==> config.mk <==
export PLATFORM = sky130hd
export DESIGN_NAME = i2c_cfg_launcher
export DESIGN_NICKNAME = d
export VERILOG_FILES = /design/src/rtl/i2c_cfg_launcher_pkg.sv /design/src/rtl/i2c_cfg_launcher_btn_debounce.sv /design/src/rtl/i2c_cfg_launcher.sv
export SDC_FILE = /design/constraint.sdc
export NUM_CORES = 1
export LEC_CHECK = 0
export ABC_AREA = 1
export BUFFER_PORTS_ARGS = -buffer_cell sky130_fd_sc_hd__clkbuf_2
export CELL_PAD_IN_SITES_DETAIL_PLACEMENT = 1
export CELL_PAD_IN_SITES_GLOBAL_PLACEMENT = 2
export CORE_MARGIN = 2
export CORE_UTILIZATION = 30
export CTS_CLUSTER_SIZE = 30
export DETAILED_ROUTE_END_ITERATION = 10
export HOLD_SLACK_MARGIN = 0.08
export PLACE_DENSITY = 0.69
export SETUP_SLACK_MARGIN = 0.5
export SYNTH_ARGS = -nofsm -noshare
export SYNTH_HDL_FRONTEND = slang
export SYNTH_SLANG_ARGS = --single-unit
==> constraint.sdc <==
create_clock -name clk_i -period 3.67 [get_ports clk_i]
set_input_delay 0.734 -clock clk_i [delete_from_list [all_inputs] [get_ports clk_i]]
set_output_delay 0.734 -clock clk_i [all_outputs]
set_load 0.005 [all_outputs]
==> src/rtl/i2c_cfg_launcher_pkg.sv <==
// Shared types and width helper for the I2C configuration launcher.
package i2c_cfg_launcher_pkg;

  typedef enum logic [2:0] {
    StPwrup,
    StIdle,
    StResetSub,
    StSettle,
    StStart,
    StWaitDone,
    StOk,
    StFail
  } launcher_state_t;

  // Bits needed to hold values 0..n-1, never less than one bit.
  function automatic int unsigned cl2(input int unsigned n);
    return (n <= 32'd1) ? 32'd1 : unsigned'($clog2(n));
  endfunction

endpackage

==> src/rtl/i2c_cfg_launcher_btn_debounce.sv <==
// Push-button conditioning: 2-FF synchroniser, stability counter and a one-cycle
// pulse on the accepted level's rising edge.
module i2c_cfg_launcher_btn_debounce
  import i2c_cfg_launcher_pkg::*;
#(
  parameter int unsigned DEBOUNCE_CYCLES = 500000
) (
  input  logic clk_i,
  input  logic rst_i,
  input  logic btn_i,
  output logic press_o
);

  localparam int unsigned CntW = cl2(DEBOUNCE_CYCLES + 1);
  localparam logic [CntW-1:0] CntLast = CntW'(DEBOUNCE_CYCLES - 1);

  logic            sync1_q, sync2_q;
  logic            lvl_q, lvl_prev_q;
  logic [CntW-1:0] cnt_q;

  // Bring the raw button into the clock domain.
  always_ff @(posedge clk_i or posedge rst_i) begin
    if (rst_i) begin
      sync1_q <= 1'b0;
      sync2_q <= 1'b0;
    end else begin
      sync1_q <= btn_i;
      sync2_q <= sync1_q;
    end
  end

  // Accept a new level only after DEBOUNCE_CYCLES consecutive differing samples.
  always_ff @(posedge clk_i or posedge rst_i) begin
    if (rst_i) begin
      lvl_q      <= 1'b0;
      lvl_prev_q <= 1'b0;
      cnt_q      <= '0;
    end else begin
      lvl_prev_q <= lvl_q;
      if (sync2_q == lvl_q) begin
        cnt_q <= '0;
      end else if (cnt_q == CntLast) begin
        lvl_q <= sync2_q;
        cnt_q <= '0;
      end else begin
        cnt_q <= cnt_q + 1'b1;
      end
    end
  end

  // Both operands are flops, so this stays free of input-to-output paths.
  assign press_o = lvl_q & ~lvl_prev_q;

endmodule

==> src/rtl/i2c_cfg_launcher.sv <==
// Launch controller for the I2C/UART configuration subsystem: power-up reset hold,
// start pulse (auto or button), done watchdog with bounded retries, status outputs.
module i2c_cfg_launcher
  import i2c_cfg_launcher_pkg::*;
#(
  parameter int unsigned PWRUP_CYCLES    = 1000000,
  parameter int unsigned DEBOUNCE_CYCLES = 500000,
  parameter int unsigned TIMEOUT_CYCLES  = 50000000,
  parameter int unsigned RST_CYCLES      = 16,
  parameter int unsigned MAX_RETRIES     = 3,
  parameter int unsigned AUTO_START      = 1
) (
  input  logic                              clk_i,
  input  logic                              rst_i,
  input  logic                              btn_i,
  input  logic                              cfg_done_i,
  output logic                              start_1cc_o,
  output logic                              sub_rst_n_o,
  output logic                              busy_o,
  output logic                              ok_o,
  output logic                              fail_o,
  output logic [cl2(MAX_RETRIES + 1)-1:0]   retry_cnt_o
);

  localparam int unsigned PwrW   = cl2(PWRUP_CYCLES + 1);
  localparam int unsigned ToW    = cl2(TIMEOUT_CYCLES + 1);
  localparam int unsigned RstW   = cl2(RST_CYCLES + 1);
  localparam int unsigned RetryW = cl2(MAX_RETRIES + 1);

  localparam logic [PwrW-1:0]   PwrLast  = PwrW'(PWRUP_CYCLES - 1);
  localparam logic [ToW-1:0]    ToLast   = ToW'(TIMEOUT_CYCLES - 1);
  localparam logic [RstW-1:0]   RstLast  = RstW'(RST_CYCLES - 1);
  localparam logic [RetryW-1:0] RetryMax = RetryW'(MAX_RETRIES);

  launcher_state_t   state_q;
  logic [PwrW-1:0]   pwr_cnt_q;
  logic [ToW-1:0]    to_cnt_q;
  logic [RstW-1:0]   rst_cnt_q;
  logic [RetryW-1:0] retry_q;
  logic              start_q, sub_rst_n_q, busy_q, ok_q, fail_q;
  logic              btn_press;

  i2c_cfg_launcher_btn_debounce #(
    .DEBOUNCE_CYCLES (DEBOUNCE_CYCLES)
  ) u_btn_debounce (
    .clk_i   (clk_i),
    .rst_i   (rst_i),
    .btn_i   (btn_i),
    .press_o (btn_press)
  );

  // Sequencer; every output is set on the transition into the state that owns it.
  always_ff @(posedge clk_i or posedge rst_i) begin
    if (rst_i) begin
      state_q     <= StPwrup;
      pwr_cnt_q   <= '0;
      to_cnt_q    <= '0;
      rst_cnt_q   <= '0;
      retry_q     <= '0;
      start_q     <= 1'b0;
      sub_rst_n_q <= 1'b0;
      busy_q      <= 1'b1;
      ok_q        <= 1'b0;
      fail_q      <= 1'b0;
    end else begin
      start_q <= 1'b0;
      unique case (state_q)
        StPwrup: begin
          if (pwr_cnt_q == PwrLast) begin
            pwr_cnt_q <= '0;
            if (AUTO_START != 0) begin
              state_q <= StResetSub;
            end else begin
              state_q     <= StIdle;
              sub_rst_n_q <= 1'b1;
              busy_q      <= 1'b0;
            end
          end else begin
            pwr_cnt_q <= pwr_cnt_q + 1'b1;
          end
        end
        StIdle, StOk, StFail: begin
          if (btn_press) begin
            state_q     <= StResetSub;
            sub_rst_n_q <= 1'b0;
            busy_q      <= 1'b1;
            ok_q        <= 1'b0;
            fail_q      <= 1'b0;
            retry_q     <= '0;
            rst_cnt_q   <= '0;
          end
        end
        StResetSub: begin
          if (rst_cnt_q == RstLast) begin
            rst_cnt_q   <= '0;
            sub_rst_n_q <= 1'b1;
            state_q     <= StSettle;
          end else begin
            rst_cnt_q <= rst_cnt_q + 1'b1;
          end
        end
        StSettle: begin
          state_q  <= StStart;
          start_q  <= 1'b1;
          to_cnt_q <= '0;
        end
        StStart: begin
          state_q <= StWaitDone;
        end
        StWaitDone: begin
          // Done wins over a simultaneous timeout.
          if (cfg_done_i) begin
            state_q  <= StOk;
            ok_q     <= 1'b1;
            busy_q   <= 1'b0;
            to_cnt_q <= '0;
          end else if (to_cnt_q == ToLast) begin
            to_cnt_q <= '0;
            if (retry_q < RetryMax) begin
              retry_q     <= retry_q + 1'b1;
              sub_rst_n_q <= 1'b0;
              rst_cnt_q   <= '0;
              state_q     <= StResetSub;
            end else begin
              fail_q  <= 1'b1;
              busy_q  <= 1'b0;
              state_q <= StFail;
            end
          end else begin
            to_cnt_q <= to_cnt_q + 1'b1;
          end
        end
        default: begin
          state_q <= StPwrup;
        end
      endcase
    end
  end

  assign start_1cc_o = start_q;
  assign sub_rst_n_o = sub_rst_n_q;
  assign busy_o      = busy_q;
  assign ok_o        = ok_q;
  assign fail_o      = fail_q;
  assign retry_cnt_o = retry_q;

endmodule

==> metrics.txt, run 1 <==
Post-CTS Setup Bufs 0; area grow syn2layout 12.8%; startpoint class of the critical path register; first-pass GRT wire length 22100 um; H-Tree Depth 3; Cell variety after synth 35; IO Port Bufs 10; RR Startpoint to_cnt_q[0]; Slew @ Worst Pin 477 ps; clk_skew 6.66 ps; all-layer global routing usage 16.7%; YS warnings 0; Mapped Cells 649; Die ar. 16900 sq um; Max FO, Critical Path 5; Root Driver clkbuf_16; Worst Hold Launch u_btn_debounce.sync1_q; core area 15700 sq um; DR DRC count 0; Ant. Diodes 0; largest net degree at the start of global routing 85; highest clock rate 0.498 GHz; DR vias 4220; crit end category register; clock buffer depth 2; maximum VDD drop 0.225 mV; clock-pin transition on the worst setup and hold timing paths 60 ps; PwrDens 363 nW/um^2; Nets 675; Syn Area/Cell 7.36 sq um; Syn Std Cell Area 4770 sq um; Initial Util 30.4%; setup TNS 0 ps; cell chain of the critical path ha_1 > nand3_1 > inv_1 > nand2_1 > nor2_1 > nand2_1 > nor2_1 > nand2_1 > nand2_1 > nand2_1 > nand2_1 > inv_1; number of flops mapped to enable cells by yosys 0; WL final 12900 um; most frequent CP cell nand2_1; Worst path max stage delay 390 ps; Hold-fix buffers, CTS 0; clock sink count 84; Most used DFF post-synth dfrtp_1; CTS buffer count 9; Chip Height 130 um; initial DRC count 156; RSZ-0062 raised after global routing false; FFs w/ async S/R, synth 100%; max-slew violations 0; die width 130 um; final setup fails 0; outcome completed; maxcap violations 0; IO Count 11; share of layout cells above drive strength 1 6.41%; CTS tree built; P_leak 2.46 nW; vias per cell 4.76; Net Count, Synth 658; DR pass1 iterations 4; Worst EP arrival 2250 ps; Final ANT Viol Nets 0; Clk Latency, worst-skew pair 350 ps; slowest CP cell dfrtp_1; Yosys reg bits 84; vias in the first global route 4399; crit path time final 2010 ps; Worst Hold Class register to register; final count of hold timing violations 0; CTS resizes 0; WL/cell 14.6 um; Critical path origin to_cnt_q[0]; critical path class register to register; DP HPWL 9630 um; Hold WS 380 ps; Seq/Total Area, Yosys 44.1%; RD Place Congestion 0.816; Slew HR 68.2%; Final Cycle Share 54.7%; GRT overflow 0; Critical Path RT 3920 ps; Core Rows 46; initial antenna violation count 0
-- sequential cells by signal, indices dropped and copies added (netlist names), 2 cells and up --
register	count
rst_cnt_q	5
u_btn_debounce.cnt_q	19
retry_cnt_o	2
pwr_cnt_q	20
state_q	3
to_cnt_q	26
-- routing by layer --
metal,part of all wire [%],global-route usage (%)
met3,1.8,2.21
met5,0,0
met1,48,21.9
met2,48,28.1
met4,1.7,6.45
-- synth_stat cells, types with 2 or more instances --
| cell type | number | area [sq um] |
|---|---|---|
| xnor2_1 | 5 | 43.8 |
| nor2_1 | 110 | 413 |
| inv_1 | 77 | 289 |
| nor3_2 | 2 | 20.0 |
| nor3_1 | 28 | 140 |
| nand3_1 | 49 | 245 |
| ha_1 | 5 | 62.6 |
| nand4_1 | 25 | 156 |
| nor4_1 | 7 | 43.8 |
| nand2_4 | 3 | 33.8 |
| o21ai_0 | 18 | 90.1 |
| xor2_1 | 27 | 236 |
| o22ai_1 | 3 | 18.8 |
| dfrtp_1 | 83 | 2080 |
| or2_2 | 3 | 18.8 |
| buf_6 | 2 | 22.5 |
| nand2_1 | 173 | 649 |
| a21oi_1 | 5 | 25.0 |
| inv_2 | 2 | 7.51 |
| nand3b_1 | 4 | 30.0 |
| nor2_2 | 2 | 12.5 |
| nand3_2 | 3 | 30.0 |
-- stage by stage --
step           power, mW  util, %  area (sq um)  std cells  setup WS, ps
2_1_floorplan      0.975        -          4770        649           773
3_3_place_gp       0.991     32.3          5080        871          1640
3_5_place_dp       0.992     32.3          5080        871          1640
4_1_cts             1.99     34.3          5390        887          1620
5_1_grt             2.03     34.3          5390        887          1430
6_report            1.96     34.3          5390        887          1660
-- layout make-up --
| cell class | count | area (sq um) |
|---|---|---|
| fill | 1924 | 10300 |
| multi-input combinational | 481 | 2340 |
| sequential | 84 | 2100 |
| inverter | 79 | 298 |
| tap | 216 | 270 |
| clock buffer | 12 | 236 |
| clock inverter | 4 | 73.8 |
| timing repair buffer | 11 | 70.1 |
-- critical path, delay by kind of cell, from the launching register on --
kind                       cells  cell delay, ps
DFF                            1             390
adders and majority gates      1             290
buffers and inverters          2             180
and+or+nand+nor                9            1050
-- cell families after synthesis --
family,synth area share (%)
adder cells (fa/ha/maj),1.31
flip-flops,44.1
XOR/XNOR,5.87
AND/OR/NAND/NOR,38.3
buffers and inverters,7.02
AO/OA/AOI/OAI,3.41
-- worst paths after layout --
| kind | endpoint | slack, ps | depth (start not counted) |
|---|---|---|---|
| setup / recovery | to_cnt_q[14] | 1660 | 12 |
| hold / removal | u_btn_debounce.sync2_q | 380 | 0 |
| setup reg to reg | to_cnt_q[14] | 1660 | 12 |
| hold reg to reg | u_btn_debounce.sync2_q | 380 | 0 |
| max in group asynchronous | busy_o | 2840 | 3 |
| min in group asynchronous | pwr_cnt_q[6] | 440 | 3 |
-- layout by cell type (no fill, tap or decap), types with 2 or more instances in the layout --
| cell type | instances |
|---|---|
| xnor2_1 | 5 |
| nand3b_1 | 4 |
| nor2_1 | 110 |
| nor2_2 | 2 |
| o22ai_1 | 3 |
| or2_2 | 3 |
| dfrtp_1 | 83 |
| xor2_1 | 27 |
| nand2_1 | 173 |
| nand3_2 | 3 |
| clkbuf_1 | 3 |
| nor4_1 | 7 |
| nand2_4 | 3 |
| inv_2 | 2 |
| nand4_1 | 25 |
| clkbuf_2 | 10 |
| inv_1 | 76 |
| nor3_2 | 2 |
| a21oi_1 | 5 |
| o21ai_0 | 18 |
| clkinv_2 | 2 |
| clkbuf_16 | 9 |
| ha_1 | 5 |
| nor3_1 | 28 |
| nand3_1 | 49 |
| bufinv_16 | 2 |
-- where the power goes --
group          internal [mW]  switching (mW)
clock                  0.598           0.386
sequential             0.931         0.00325
combinational        0.00790          0.0299
No activity file was read; power rests on OpenSTA's default activity.
==> run 2, diff against run 1 <==
- ABC_AREA: 1 -> 0
- PLACE_DENSITY: 0.69 -> 0.66
- clock period: 3.67 -> 1.75 ns (I/O delays scaled with it)
==> metrics.txt, run 2 <==
Cell variety after synth 54; most frequent CP cell or4_4; all-layer global routing usage 16.8%; Worst EP arrival 2250 ps; largest cells by area after synthesis dfrtp_1, xnor2_1, nor2_1; Final ANT Viol Nets 0; top cells by count, synth dfrtp_1, nor2_1, nand2_1; Slew HR 70.2%; RSZ-0062 raised after global routing true; PwrDens 1020 nW/um^2; RD Place Congestion 0.799; Gate power share 37.6%; GRT overflow 0; P_leak 2.86 nW; crit path time final 2020 ps; initial DRC count 116; IO Count 11; IO Port Bufs 10; Yosys reg bits 84; final count of hold timing violations 0; P_sw 2.36 mW; maxcap violations 0; P_int 4.42 mW; Nets 590; FF/Latch Area 2110 sq um; share of layout cells above drive strength 1 45.7%; violated checks negative setup slack; max reg flops 26; largest area contributor in the netlist dfrtp_1; H-Tree Depth 3; setup TNS -5330 ps; Syn Std Cell Area 4400 sq um; highest clock rate 0.495 GHz; Net Count, Synth 474; Die ar. 15700 sq um; Ant. Diodes 0; Initial Util 30.5%; Critical Path RT 1970 ps; WL/cell 16.6 um; outcome finished, violations left; Chip Height 125 um; critical path class register to register; Max FO, Critical Path 4; hold path depth 1; vias per cell 5.12; YS warnings 0; DR pass1 iterations 4; DP HPWL 8410 um; Mapped Cells 465; number of flops mapped to enable cells by yosys 0; Largest regs to_cnt_q x26, pwr_cnt_q x20, u_btn_debounce.cnt_q x19; commonest cells after routing, fill and taps aside dfrtp_1, buf_4, nand2_1, xnor2_1, buf_6; startpoint class of the critical path register; reg2reg end state_q[2]; clock-pin transition on the worst setup and hold timing paths 60 ps; post-synthesis simple-gate area fraction 28.0%; Hold WS 109 ps; Yosys top cell area share 47.2%; clk_skew 7.01 ps; Seq/Total Area, Yosys 47.8%; largest family of logic cells by synthesized area simple AND/OR/NAND/NOR gates; Clk Latency, worst-skew pair 350 ps; Fillers 1545; clock sink count 84; slowest CP cell or4_4; maximum VDD drop 0.575 mV; CTS buffer count 9; CTS tree built; crit end category register; clock buffer depth 2; Worst path max stage delay 540 ps; Worst Hold Launch btn_i; Syn Area/Cell 9.47 sq um; cell chain of the critical path or4_4 > nor4_2 > and4_4 > nor2_4 > or4_4; RR Startpoint to_cnt_q[9]; post-synthesis mux area share 1.90%; WL final 12700 um; clock group share of total power 27.8%; max-slew violations 0; WHS Endpoint u_btn_debounce.sync1_q; post-route setup slack -271 ps; Synth Area in Compound Gates 8.58%; switch share 34.9%; Most used DFF post-synth dfrtp_1; DR DRC count 0; DR vias 3945; sequential power share 34.6%; Core Rows 44; initial antenna violation count 0; area grow syn2layout 50.8%; Final Cycle Share 116%; vias in the first global route 4153; Power Total 6.78 mW; Worst Hold Class input pin to register; post-synthesis xor/xnor area fraction 9.15%; Worst Reg-to-Reg Cells 5; first-pass GRT wire length 21300 um; die width 125 um; final setup fails 35; largest net degree at the start of global routing 43; count leader, synth dfrtp_1; multi-input logic area 2910 sq um; adder-cell share of the synthesized area 1.42%; reg2reg setup slack -270 ps; register with the most flip-flops to_cnt_q; FFs w/ async S/R, synth 100%; Root Driver clkbuf_16; Slew @ Worst Pin 446 ps; core area 14400 sq um
run 2: cell types whose count changed after synthesis, sizes merged, moves of 14 or more:
cell,change
inv,-63
nand2,-137
nand3,-24
nor2,-51
nor3,-14
xnor2,+29
xor2,-15
run 2: power groups by stage:
stage	sequential (mW)	combinational [mW]	clock, mW
finish	2.35	2.55	1.88
global route	2.38	2.77	2.02
CTS	2.33	2.24	1.94
detailed placement	2.35	1.84	0
global placement	2.34	1.80	0
floorplan	2.31	1.27	0
run 2: cell families after synthesis:
| family | count (synthesis) |
|---|---|
| and+or+nand+nor | 228 |
| DFF | 84 |
| AOI/OAI and AO/OA | 60 |
| xor gates and xnor gates | 46 |
| buffers and inverters | 34 |
| muxes | 8 |
| adders and majority gates | 5 |
run 2: worst max-delay path: cells and delay by family (launching register included):
kind | cells | cell delay (ps)
simple gates | 5 | 1520
flops | 1 | 380
run 2: layer usage:
metal / wire length, um / share of wire, % / track usage (%) / vias up
met1: 6030 / 47 / 22.4 / 2020
li1: - / - / - / 1889
met2: 6320 / 50 / 27.9 / 24
met5: 0 / 0 / 0 / -
met3: 209 / 1.6 / 3.00 / 12
met4: 187 / 1.5 / 5.49 / 0
run 2: how the worst max path moves through the flow:
stage | to | slack, ps | from | cells after the start
4_1_cts | state_q[2] | -280 | to_cnt_q[9] | 5
5_1_grt | rst_cnt_q[2] | -320 | to_cnt_q[10] | 8
2_1_floorplan | state_q[2] | -280 | to_cnt_q[9] | 6
3_3_place_gp | rst_cnt_q[0] | -350 | to_cnt_q[9] | 5
3_5_place_dp | rst_cnt_q[0] | -440 | to_cnt_q[9] | 5
6_report | state_q[2] | -270 | to_cnt_q[9] | 5
run 2: what timing repair did:
action / CTS / global route
hold buffers: 1 / 0
endpoints found under the hold margin: 15 / 0
gates cloned: 3 / 0
resized for setup: 96 / 68
buffers inserted: 23 / 15
pin swaps: 73 / 33
setup endpoints to repair: 82 / 85
run 2: through the flow:
step	cell area (sq um)	utilization, %	worst slack (ps)	instances
finish	6640	46.0	-271	770
global route	6640	46.0	-317	770
CTS	6210	43.1	-282	755
detailed placement	5330	37.0	-442	712
global placement	5330	37.0	-349	712
floorplan	4650	-	-284	465
run 2: cell type report:
type	instances	share of cell area [%]
Multi-Input combinational cell	350	43.9
Clock buffer	11	3.81
Inverter	16	0.999
Clock inverter	5	0.509
Timing Repair Buffer	120	15.6
Sequential cell	84	31.8
Tap cell	184	3.47
